[config.mk]
export PLATFORM = sky130hd
export DESIGN_NAME = ctrl_pipeline
export DESIGN_NICKNAME = d
export VERILOG_FILES = /design/src/rtl/ctrl_pipeline_pkg.sv /design/src/rtl/ctrl_pipeline_hazard_unit.sv /design/src/rtl/ctrl_pipeline.sv
export SDC_FILE = /design/constraint.sdc
export NUM_CORES = 1
export LEC_CHECK = 0
export CORE_UTILIZATION = 50
export CTS_CLUSTER_SIZE = 16
export DETAILED_ROUTE_END_ITERATION = 6
export PLACE_DENSITY = 0.81
export SLEW_MARGIN = 20
export SYNTH_ARGS = -nofsm -noshare
export SYNTH_HDL_FRONTEND = slang
export SYNTH_SLANG_ARGS = --single-unit
[constraint.sdc]
create_clock -name clk -period 5.5 [get_ports clk]
set_clock_uncertainty 0.05 [all_clocks]
set_input_delay 0.55 -clock clk [delete_from_list [all_inputs] [get_ports clk]]
set_output_delay 0.55 -clock clk [all_outputs]
set_load 0.05 [all_outputs]
[src/rtl/ctrl_pipeline_pkg.sv]
// Shared constants and the decoded control bundle for the E/M/W control pipeline.
package ctrl_pipeline_pkg;

  // Writeback source select carried in ctrl_t.wbsel.
  localparam logic [1:0] wbALU = 2'b00;
  localparam logic [1:0] wbMEM = 2'b01;
  localparam logic [1:0] wbJAL = 2'b10;

  // Execute operand-forward selects.
  localparam logic [1:0] FWD_NONE = 2'b00;
  localparam logic [1:0] FWD_MEM  = 2'b01;
  localparam logic [1:0] FWD_WB   = 2'b10;

  localparam int unsigned REG_W = 5;

  typedef logic [REG_W-1:0] reg_idx_t;

  // Decoded control bundle that travels with each instruction.
  typedef struct packed {
    logic       pcsel;
    logic       immsel;
    logic       regwren;
    logic       rs1sel;
    logic       rs2sel;
    logic       memren;
    logic       memwren;
    logic [1:0] wbsel;
    logic [3:0] alusel;
    reg_idx_t   rd;
    reg_idx_t   rs1;
    reg_idx_t   rs2;
  } ctrl_t;

  // A bubble carries no side effects: every field is zero.
  localparam ctrl_t CTRL_BUBBLE = '0;

  // Loads are recognised by their writeback source, never by memren.
  function automatic logic is_load(input ctrl_t c);
    return (c.wbsel == wbMEM);
  endfunction

endpackage

[src/rtl/ctrl_pipeline_hazard_unit.sv]
// Combinational hazard logic: load-use stall, branch flush and operand forwarding.
module hazard_unit
  import ctrl_pipeline_pkg::*;
(
  input  logic       d_valid,
  input  reg_idx_t   d_rs1,
  input  reg_idx_t   d_rs2,
  input  logic       e_valid,
  input  logic       e_regwren,
  input  logic       e_load,
  input  reg_idx_t   e_rd,
  input  reg_idx_t   e_rs1,
  input  reg_idx_t   e_rs2,
  input  logic       e_brtaken,
  input  logic       m_valid,
  input  logic       m_regwren,
  input  logic       m_load,
  input  reg_idx_t   m_rd,
  input  logic       w_valid,
  input  logic       w_regwren,
  input  reg_idx_t   w_rd,
  output logic       stall,
  output logic       flush,
  output logic [1:0] fwd_a,
  output logic [1:0] fwd_b
);

  logic load_use;
  logic m_can_fwd;
  logic w_can_fwd;

  // Load-use detection; a taken branch in E squashes D anyway, so flush wins.
  always_comb begin
    load_use = e_valid && e_regwren && e_load && (e_rd != '0) && d_valid &&
               ((d_rs1 == e_rd) || (d_rs2 == e_rd));
    flush    = e_brtaken && e_valid;
    stall    = load_use && !flush;
  end

  // Qualify each later stage as a forwarding source; a load in M has no data yet.
  always_comb begin
    m_can_fwd = m_valid && m_regwren && (m_rd != '0) && !m_load;
    w_can_fwd = w_valid && w_regwren && (w_rd != '0);
  end

  // Forward select for rs1: M is younger than W, so it takes priority.
  always_comb begin
    fwd_a = FWD_NONE;
    if (e_valid) begin
      if (m_can_fwd && (m_rd == e_rs1)) begin
        fwd_a = FWD_MEM;
      end else if (w_can_fwd && (w_rd == e_rs1)) begin
        fwd_a = FWD_WB;
      end
    end
  end

  // Forward select for rs2, same priority as rs1.
  always_comb begin
    fwd_b = FWD_NONE;
    if (e_valid) begin
      if (m_can_fwd && (m_rd == e_rs2)) begin
        fwd_b = FWD_MEM;
      end else if (w_can_fwd && (w_rd == e_rs2)) begin
        fwd_b = FWD_WB;
      end
    end
  end

endmodule

[src/rtl/ctrl_pipeline.sv]
// Control pipeline for E/M/W stages: stage registers, bubble insertion and
// stall/flush performance counters. Hazard decisions come from hazard_unit.
//
// Handshake: there is no valid/ready flow control here. d_valid_i qualifies
// d_ctrl_i every cycle; stall_o tells the front end to hold PC and F/D for the
// current cycle, flush_o tells it to discard F/D. Each stage's *_valid_o
// qualifies its *_ctrl_o.
module ctrl_pipeline
  import ctrl_pipeline_pkg::*;
#(
  parameter int DWIDTH = 32
) (
  input  logic        clk,
  input  logic        reset,
  input  logic        d_valid_i,
  input  ctrl_t       d_ctrl_i,
  input  logic        e_brtaken_i,
  output ctrl_t       e_ctrl_o,
  output ctrl_t       m_ctrl_o,
  output ctrl_t       w_ctrl_o,
  output logic        e_valid_o,
  output logic        m_valid_o,
  output logic        w_valid_o,
  output logic        stall_o,
  output logic        flush_o,
  output logic [1:0]  fwd_a_o,
  output logic [1:0]  fwd_b_o,
  output logic [31:0] stall_cnt_o,
  output logic [31:0] flush_cnt_o
);

  // DWIDTH only keeps the parameter list aligned with the decode-stage modules.
  localparam logic [31:0] DWIDTH_VEC = 32'(DWIDTH);
  logic unused_dwidth;
  assign unused_dwidth = ^DWIDTH_VEC;

  ctrl_t       e_ctrl;
  ctrl_t       m_ctrl;
  ctrl_t       w_ctrl;
  logic        e_valid;
  logic        m_valid;
  logic        w_valid;
  logic [31:0] stall_cnt;
  logic [31:0] flush_cnt;

  logic        stall;
  logic        flush;
  logic [1:0]  fwd_a;
  logic [1:0]  fwd_b;
  logic        e_load;
  logic        m_load;
  logic        insert_bubble;

  // Classify the instructions in E and M as loads.
  always_comb begin
    e_load        = is_load(e_ctrl);
    m_load        = is_load(m_ctrl);
    insert_bubble = stall || flush;
  end

  hazard_unit u_hazard (
    .d_valid   (d_valid_i),
    .d_rs1     (d_ctrl_i.rs1),
    .d_rs2     (d_ctrl_i.rs2),
    .e_valid   (e_valid),
    .e_regwren (e_ctrl.regwren),
    .e_load    (e_load),
    .e_rd      (e_ctrl.rd),
    .e_rs1     (e_ctrl.rs1),
    .e_rs2     (e_ctrl.rs2),
    .e_brtaken (e_brtaken_i),
    .m_valid   (m_valid),
    .m_regwren (m_ctrl.regwren),
    .m_load    (m_load),
    .m_rd      (m_ctrl.rd),
    .w_valid   (w_valid),
    .w_regwren (w_ctrl.regwren),
    .w_rd      (w_ctrl.rd),
    .stall     (stall),
    .flush     (flush),
    .fwd_a     (fwd_a),
    .fwd_b     (fwd_b)
  );

  // Stage shift: E takes D or a bubble, M and W always advance.
  always_ff @(posedge clk) begin
    if (reset) begin
      e_valid <= 1'b0;
      m_valid <= 1'b0;
      w_valid <= 1'b0;
      e_ctrl  <= CTRL_BUBBLE;
      m_ctrl  <= CTRL_BUBBLE;
      w_ctrl  <= CTRL_BUBBLE;
    end else begin
      if (insert_bubble) begin
        e_valid <= 1'b0;
        e_ctrl  <= CTRL_BUBBLE;
      end else begin
        e_valid <= d_valid_i;
        e_ctrl  <= d_ctrl_i;
      end
      m_valid <= e_valid;
      m_ctrl  <= e_ctrl;
      w_valid <= m_valid;
      w_ctrl  <= m_ctrl;
    end
  end

  // Performance counters; both wrap naturally at 32 bits.
  always_ff @(posedge clk) begin
    if (reset) begin
      stall_cnt <= '0;
      flush_cnt <= '0;
    end else begin
      if (stall) begin
        stall_cnt <= stall_cnt + 32'd1;
      end
      if (flush) begin
        flush_cnt <= flush_cnt + 32'd1;
      end
    end
  end

  // Drive the outputs from the registered state and hazard decisions.
  always_comb begin
    e_ctrl_o    = e_ctrl;
    m_ctrl_o    = m_ctrl;
    w_ctrl_o    = w_ctrl;
    e_valid_o   = e_valid;
    m_valid_o   = m_valid;
    w_valid_o   = w_valid;
    stall_o     = stall;
    flush_o     = flush;
    fwd_a_o     = fwd_a;
    fwd_b_o     = fwd_b;
    stall_cnt_o = stall_cnt;
    flush_cnt_o = flush_cnt;
  end

endmodule

Word level (Yosys, flattened, before mapping):

Cells that the tools add are included.

* logic and storage cells: 81
* input port bits: 32
* bits in registers: 151
* output and inout bits: 157

* add/sub/neg operators: 2
* reduce and logical (&&, ||, !) cells: 24
* eq/ne operators: 8
* muxes and demuxes: 6

Operator list (count)
* adder 32 x 1 -> 32 bit (second input constant): 2
* == test 5 bit: 6
* logical AND 1 bit: 16
* nonzero test 5 bit: 3
* two-way mux 2 bit: 6
* == test 2 x 1 -> 1 bit (second input constant): 2
* zero test 1 bit: 2
* logical OR 1 bit: 2
* OR reduction 2 bit: 1

Logic depth before layout (Yosys ltp):

* depth in word-level cells: 8
* mapped depth: 7
* mapped depth without buffers: 6

By module:

Synthesis repeated with hierarchy kept, for this count alone.

* cell total of the unflattened synthesis: 587
* area total of the unflattened synthesis: 5818.1 um^2

By module, submodules not included
* ctrl_pipeline: sequential area each 3022.9 um^2, cells an instance 530, area each 5368.9 um^2, instances 1
* hazard_unit: sequential area each 0.0 um^2, cells an instance 57, area each 449.2 um^2, instances 1

Least setup slack after synthesis:

No wires, ideal clock.

* path type: register -> output
* start: reg m_ctrl, in the netlist m_ctrl_o[10]
* end: out fwd_a_o[1]
* setup slack: 2.425 ns
* buffers on the path: 0
* cell stages (with the launch flop): 5
* data required time: 4.900 ns
* data arrival time: 2.475 ns
* path through: dfxtp_1 -> or4_1 -> o2111ai_1 -> nor4_1 -> nor3_1

* word-level cells in the longest chain between the ends: 6
* elaborated cells between the ends (all ways): 7
* those cells by class: 1 x eq/ne; 2 x mux; 4 x reduce/logical

Ends and longest elaborated chain
* start, declared: RTL line ctrl_pipeline.sv:38 `ctrl_t m_ctrl;`
* start signal, assigned: RTL line ctrl_pipeline.sv:103 `m_ctrl <= e_ctrl;`
* nonzero test 5 bit: RTL line ctrl_pipeline_hazard_unit.sv:42 `m_can_fwd = m_valid && m_regwren && (m_rd != '0) && !m_load;`
* logical AND 1 bit (2 in series): RTL line ctrl_pipeline_hazard_unit.sv:42
* logical AND 1 bit *: RTL line ctrl_pipeline_hazard_unit.sv:50 `if (m_can_fwd && (m_rd == e_rs1)) begin`
* two-way mux 2 bit *: RTL line ctrl_pipeline_hazard_unit.sv:50
* two-way mux 2 bit *: RTL line ctrl_pipeline_hazard_unit.sv:49 `if (e_valid) begin`
* end, declared: RTL line ctrl_pipeline.sv:26 `output logic [1:0] fwd_a_o,`

Every way passes the cells marked *; elsewhere a longest branch is shown, timed or not.

Worst setup path in the final report:

* start: reg e_ctrl, in the netlist e_ctrl_o[10]
* end: out stall_o

* word-level cells in the longest chain between the ends: 5
* elaborated cells between the ends (all ways): 8
* those cells by class: 2 x eq/ne; 6 x reduce/logical

Ends and longest elaborated chain
* start, declared: RTL line ctrl_pipeline.sv:37 `ctrl_t e_ctrl;`
* start signal, assigned: RTL line ctrl_pipeline.sv:100 `e_ctrl <= d_ctrl_i;`
* nonzero test 5 bit: RTL line ctrl_pipeline_hazard_unit.sv:34 `load_use = e_valid && e_regwren && e_load && (e_rd != '0) && d_valid &&`
* logical AND 1 bit (2 in series): RTL line ctrl_pipeline_hazard_unit.sv:34
* logical AND 1 bit *: RTL line ctrl_pipeline_hazard_unit.sv:34
* logical AND 1 bit *: RTL line ctrl_pipeline_hazard_unit.sv:37 `stall = load_use && !flush;`
* end, declared: RTL line ctrl_pipeline.sv:24 `output logic stall_o,`

Marked as above.

==> key figures <==
Worst hold path
  • Hold Path Class: reg2reg
  • Cells on Worst Hold Path: 1
  • Hold path start: e_ctrl_o[15]
  • WHS Endpoint: m_ctrl_o[15]

Global route
  • Total track usage: 0.253
  • First-pass GRT wire length: about 25000 um
  • Largest net degree at the start of global routing: 79
  • Vias in the first global route: 4961
  • Initial antenna violation count: 0
  • Total congestion overflow: 0

Floorplan
  • Initial core utilization: 0.519
  • Full die area: ~12000 um2
  • Die Width: around 110 um
  • Die Span Y: 112 um
  • Row count: 39
  • CORE AREA: 11600 um2
  • I/O pins: 189

Setup path
  • Worst Setup End Kind: output pin
  • Startpoint Class: flop
  • RR Startpoint: e_ctrl_o[10]
  • Worst EP required: 4900 ps
  • Worst Reg-to-Reg Cells: 5
  • Reg2Reg Capture Point: stall_cnt_o[30]
  • Arr. time, crit path: 3070 ps
  • Crit path kind: reg2out
  • Reg2reg setup slack: approximately 3000 ps
  • Peak fanout along the critical path: 51

Layout
  • N_diodes: 0
  • Layout cell share with drive strength beyond 1: 0.0641
  • P&R area growth vs syn: 41.4%
  • # nets final: 832

Clocking
  • TritonCTS buffer count: 17
  • Htree depth: 4
  • Hold_buf cts: 0
  • Post-cts resize count: 0
  • Latest clock arrival within the worst-skew pair: around 420 ps
  • Clock Tree Buf Depth: 2
  • Clock Tree Root: clkbuf_16
  • Post-CTS Setup Inserts: 0
  • Clock-pin slew on the worst setup and hold paths: 60 ps
  • CTS sink count: between 150 and 200
  • CTS tree: built

Synthesis
  • Yosys reg bits: 151
  • Synthesized area: 6010 um2
  • Synthesized area per cell: 9.60 um2
  • Post-synthesis sequential area ratio: 0.503
  • Ys Warns: 0
  • Number of synthesized flops with an enable pin: 0
  • Top-count cell post-synth: dfxtp_1
  • Ys flop type: dfxtp_1
  • Synth Area in XOR/XNOR: 0.0816
  • Fraction of registers with async set/reset: 0
  • Compound-gate portion of the synthesized area: 0.0581
  • Simple-gate portion of the synthesized area: 0.290
  • Post-Syn Instances: between 600 and 700
  • Yosys top cell area share: 0.503
  • Netlist cell types: 45
  • Syn_nets: 660
  • Top cell type by total area after synthesis: dfxtp_1
  • Adder-Cell Fraction of Synth Area: 0.00417
  • Mux cell area share after synthesis: 0.0244
  • Commonest cells in the synthesized netlist: dfxtp_1 (151), nor2b_1 (71), xnor2_1 (43)
  • Synth area leaders: dfxtp_1 (50%), nor2b_1 (7.4%), xnor2_1 (6.3%)
  • Largest family of logic cells by synthesized area: simple AND/OR/NAND/NOR gates

STA
  • Max-slew violation count: 0
  • FMAX: 273 MHz
  • Final hold violation count: 0
  • Period utilisation layout: 0.667
  • Total negative setup slack: 0 ps
  • RSZ-0062 raised after global routing: false
  • Worst Max-Slew Pin Slew: 826 ps
  • Relative slew slack: 0.448
  • Setup violators final: 0
  • Final Critical Period: ~3700 ps

Detailed routing
  • Via-per-instance ratio: roughly 5.4
  • Wirelength, routed: 15400 um
  • 1st-iter DRT viols: roughly 270
  • DRC viols: 12
  • Via count: 5160
  • WL/cell: 16.2 um
  • Post-route ant nets: 0
  • Drt pass-1 iters: 7

Power
  • Static leakage: 3.01 nW
  • PnR Total Power: 2.57 mW
  • Worst vdd ir: 244 uV
  • Pwr dens: 303 nW/um2

Job
  • Maxcap violations: 0

Run status
  • Outcome: finished with violations
  • Failing checks: DRC

Place
  • IO Port Bufs: ~190
  • GPL Wtd Cong: 0.881
  • Placed wire-length estimate: 10700 um
## registers in the layout, summed over array words and instances (netlist names)
register / cells
flush_cnt_o: 32
stall_cnt_o: 32
e_ctrl_o: 28
m_ctrl_o: 28
w_ctrl_o: 28
e_valid_o: 1
m_valid_o: 1
w_valid_o: 1
## power breakdown
| part | internal [mW] | total [mW] | switching (mW) |
|---|---|---|---|
| clock | 0.726 | 1.18 | 0.449 |
| sequential | 1.12 | 1.15 | 0.0247 |
| combinational | 0.0951 | 0.253 | 0.157 |
| total | 1.94 | 2.57 | 0.631 |
## worst max path at each step
stage	start	to	slack (ps)	cells after the start
detailed placement	d_ctrl_i[9]	stall_o	2090	7
finish	e_ctrl_o[10]	stall_o	1830	5
global placement	d_ctrl_i[9]	stall_o	2120	7
CTS	e_ctrl_o[10]	stall_o	1860	5
floorplan	m_ctrl_o[10]	fwd_a_o[1]	2420	4
global route	e_ctrl_o[10]	stall_o	1710	5
## cells in the final DEF, fill, tap and decap left out, types with 2 or more instances in the layout
cell	Yosys	final
a21oi_1	24	24
and2_1	34	34
and3_1	6	6
and4_1	7	7
buf_4	5	4
bufinv_16	0	3
clkbuf_1	24	3
clkbuf_16	0	17
clkdlybuf4s50_1	0	187
clkinv_2	0	2
clkinv_4	0	2
clkinvlp_4	0	3
dfxtp_1	151	151
ha_1	2	2
inv_1	9	9
mux2_2	12	12
nand2_1	23	23
nand3_1	28	28
nand4_1	14	14
nand4_2	2	2
nor2_1	42	42
nor2b_1	71	71
nor3_1	21	21
nor3_4	2	2
nor4_1	18	18
o2111ai_1	2	2
o21ai_0	7	7
o31ai_1	16	16
or3_1	7	7
or4_1	19	19
xnor2_1	43	43
xor2_1	13	13
## metrics by stage
| step | instance area, um2 | hold slack (ps) | instances | utilization | setup WS (ps) |
|---|---|---|---|---|---|
| floorplan | 6010 | 405 | 626 | - | 2420 |
| global placement | 7890 | 397 | 922 | 0.682 | 2120 |
| detailed placement | 7890 | 406 | 922 | 0.682 | 2090 |
| CTS | 8490 | 415 | 954 | 0.734 | 1860 |
| global route | 8490 | 424 | 954 | 0.734 | 1710 |
| finish | 8490 | 412 | 954 | 0.734 | 1830 |
## cells by family (layout without fill, tap and decap cells)
group	after synthesis	in the layout
compound gates	55	55
xor+xnor	56	56
fa+ha+maj	2	2
buf+inv	48	233
flops	151	151
mux	13	13
simple gates	301	301
## final cells by class
cell class	instances	area, um2
well taps	143	179
flip-flops and latches	151	3020
fillers	834	3070
inverters	10	37.5
repair buffers	191	1900
multi-input cells	427	2750
clock buffers	21	450
clock inverters	11	149
## per-layer routing
| metal | vias to the layer above | wire length (um) | global-route usage |
|---|---|---|---|
| met5 | - | 0 | 0 |
| met4 | 0 | 342 | 0.106 |
| met3 | 31 | 696 | 0.0615 |
| met2 | 163 | 7860 | 0.440 |
| met1 | 2460 | 6520 | 0.299 |
| li1 | 2506 | - | - |
## worst max-delay path, stage by stage, from the launching register on
cell	delay [ps]
dfxtp_1	370
or4_1	550
o211a_1	270
nand2_2	620
nor2_1	90
clkdlybuf4s50_1	730
No activity file was read; power rests on OpenSTA's default activity.
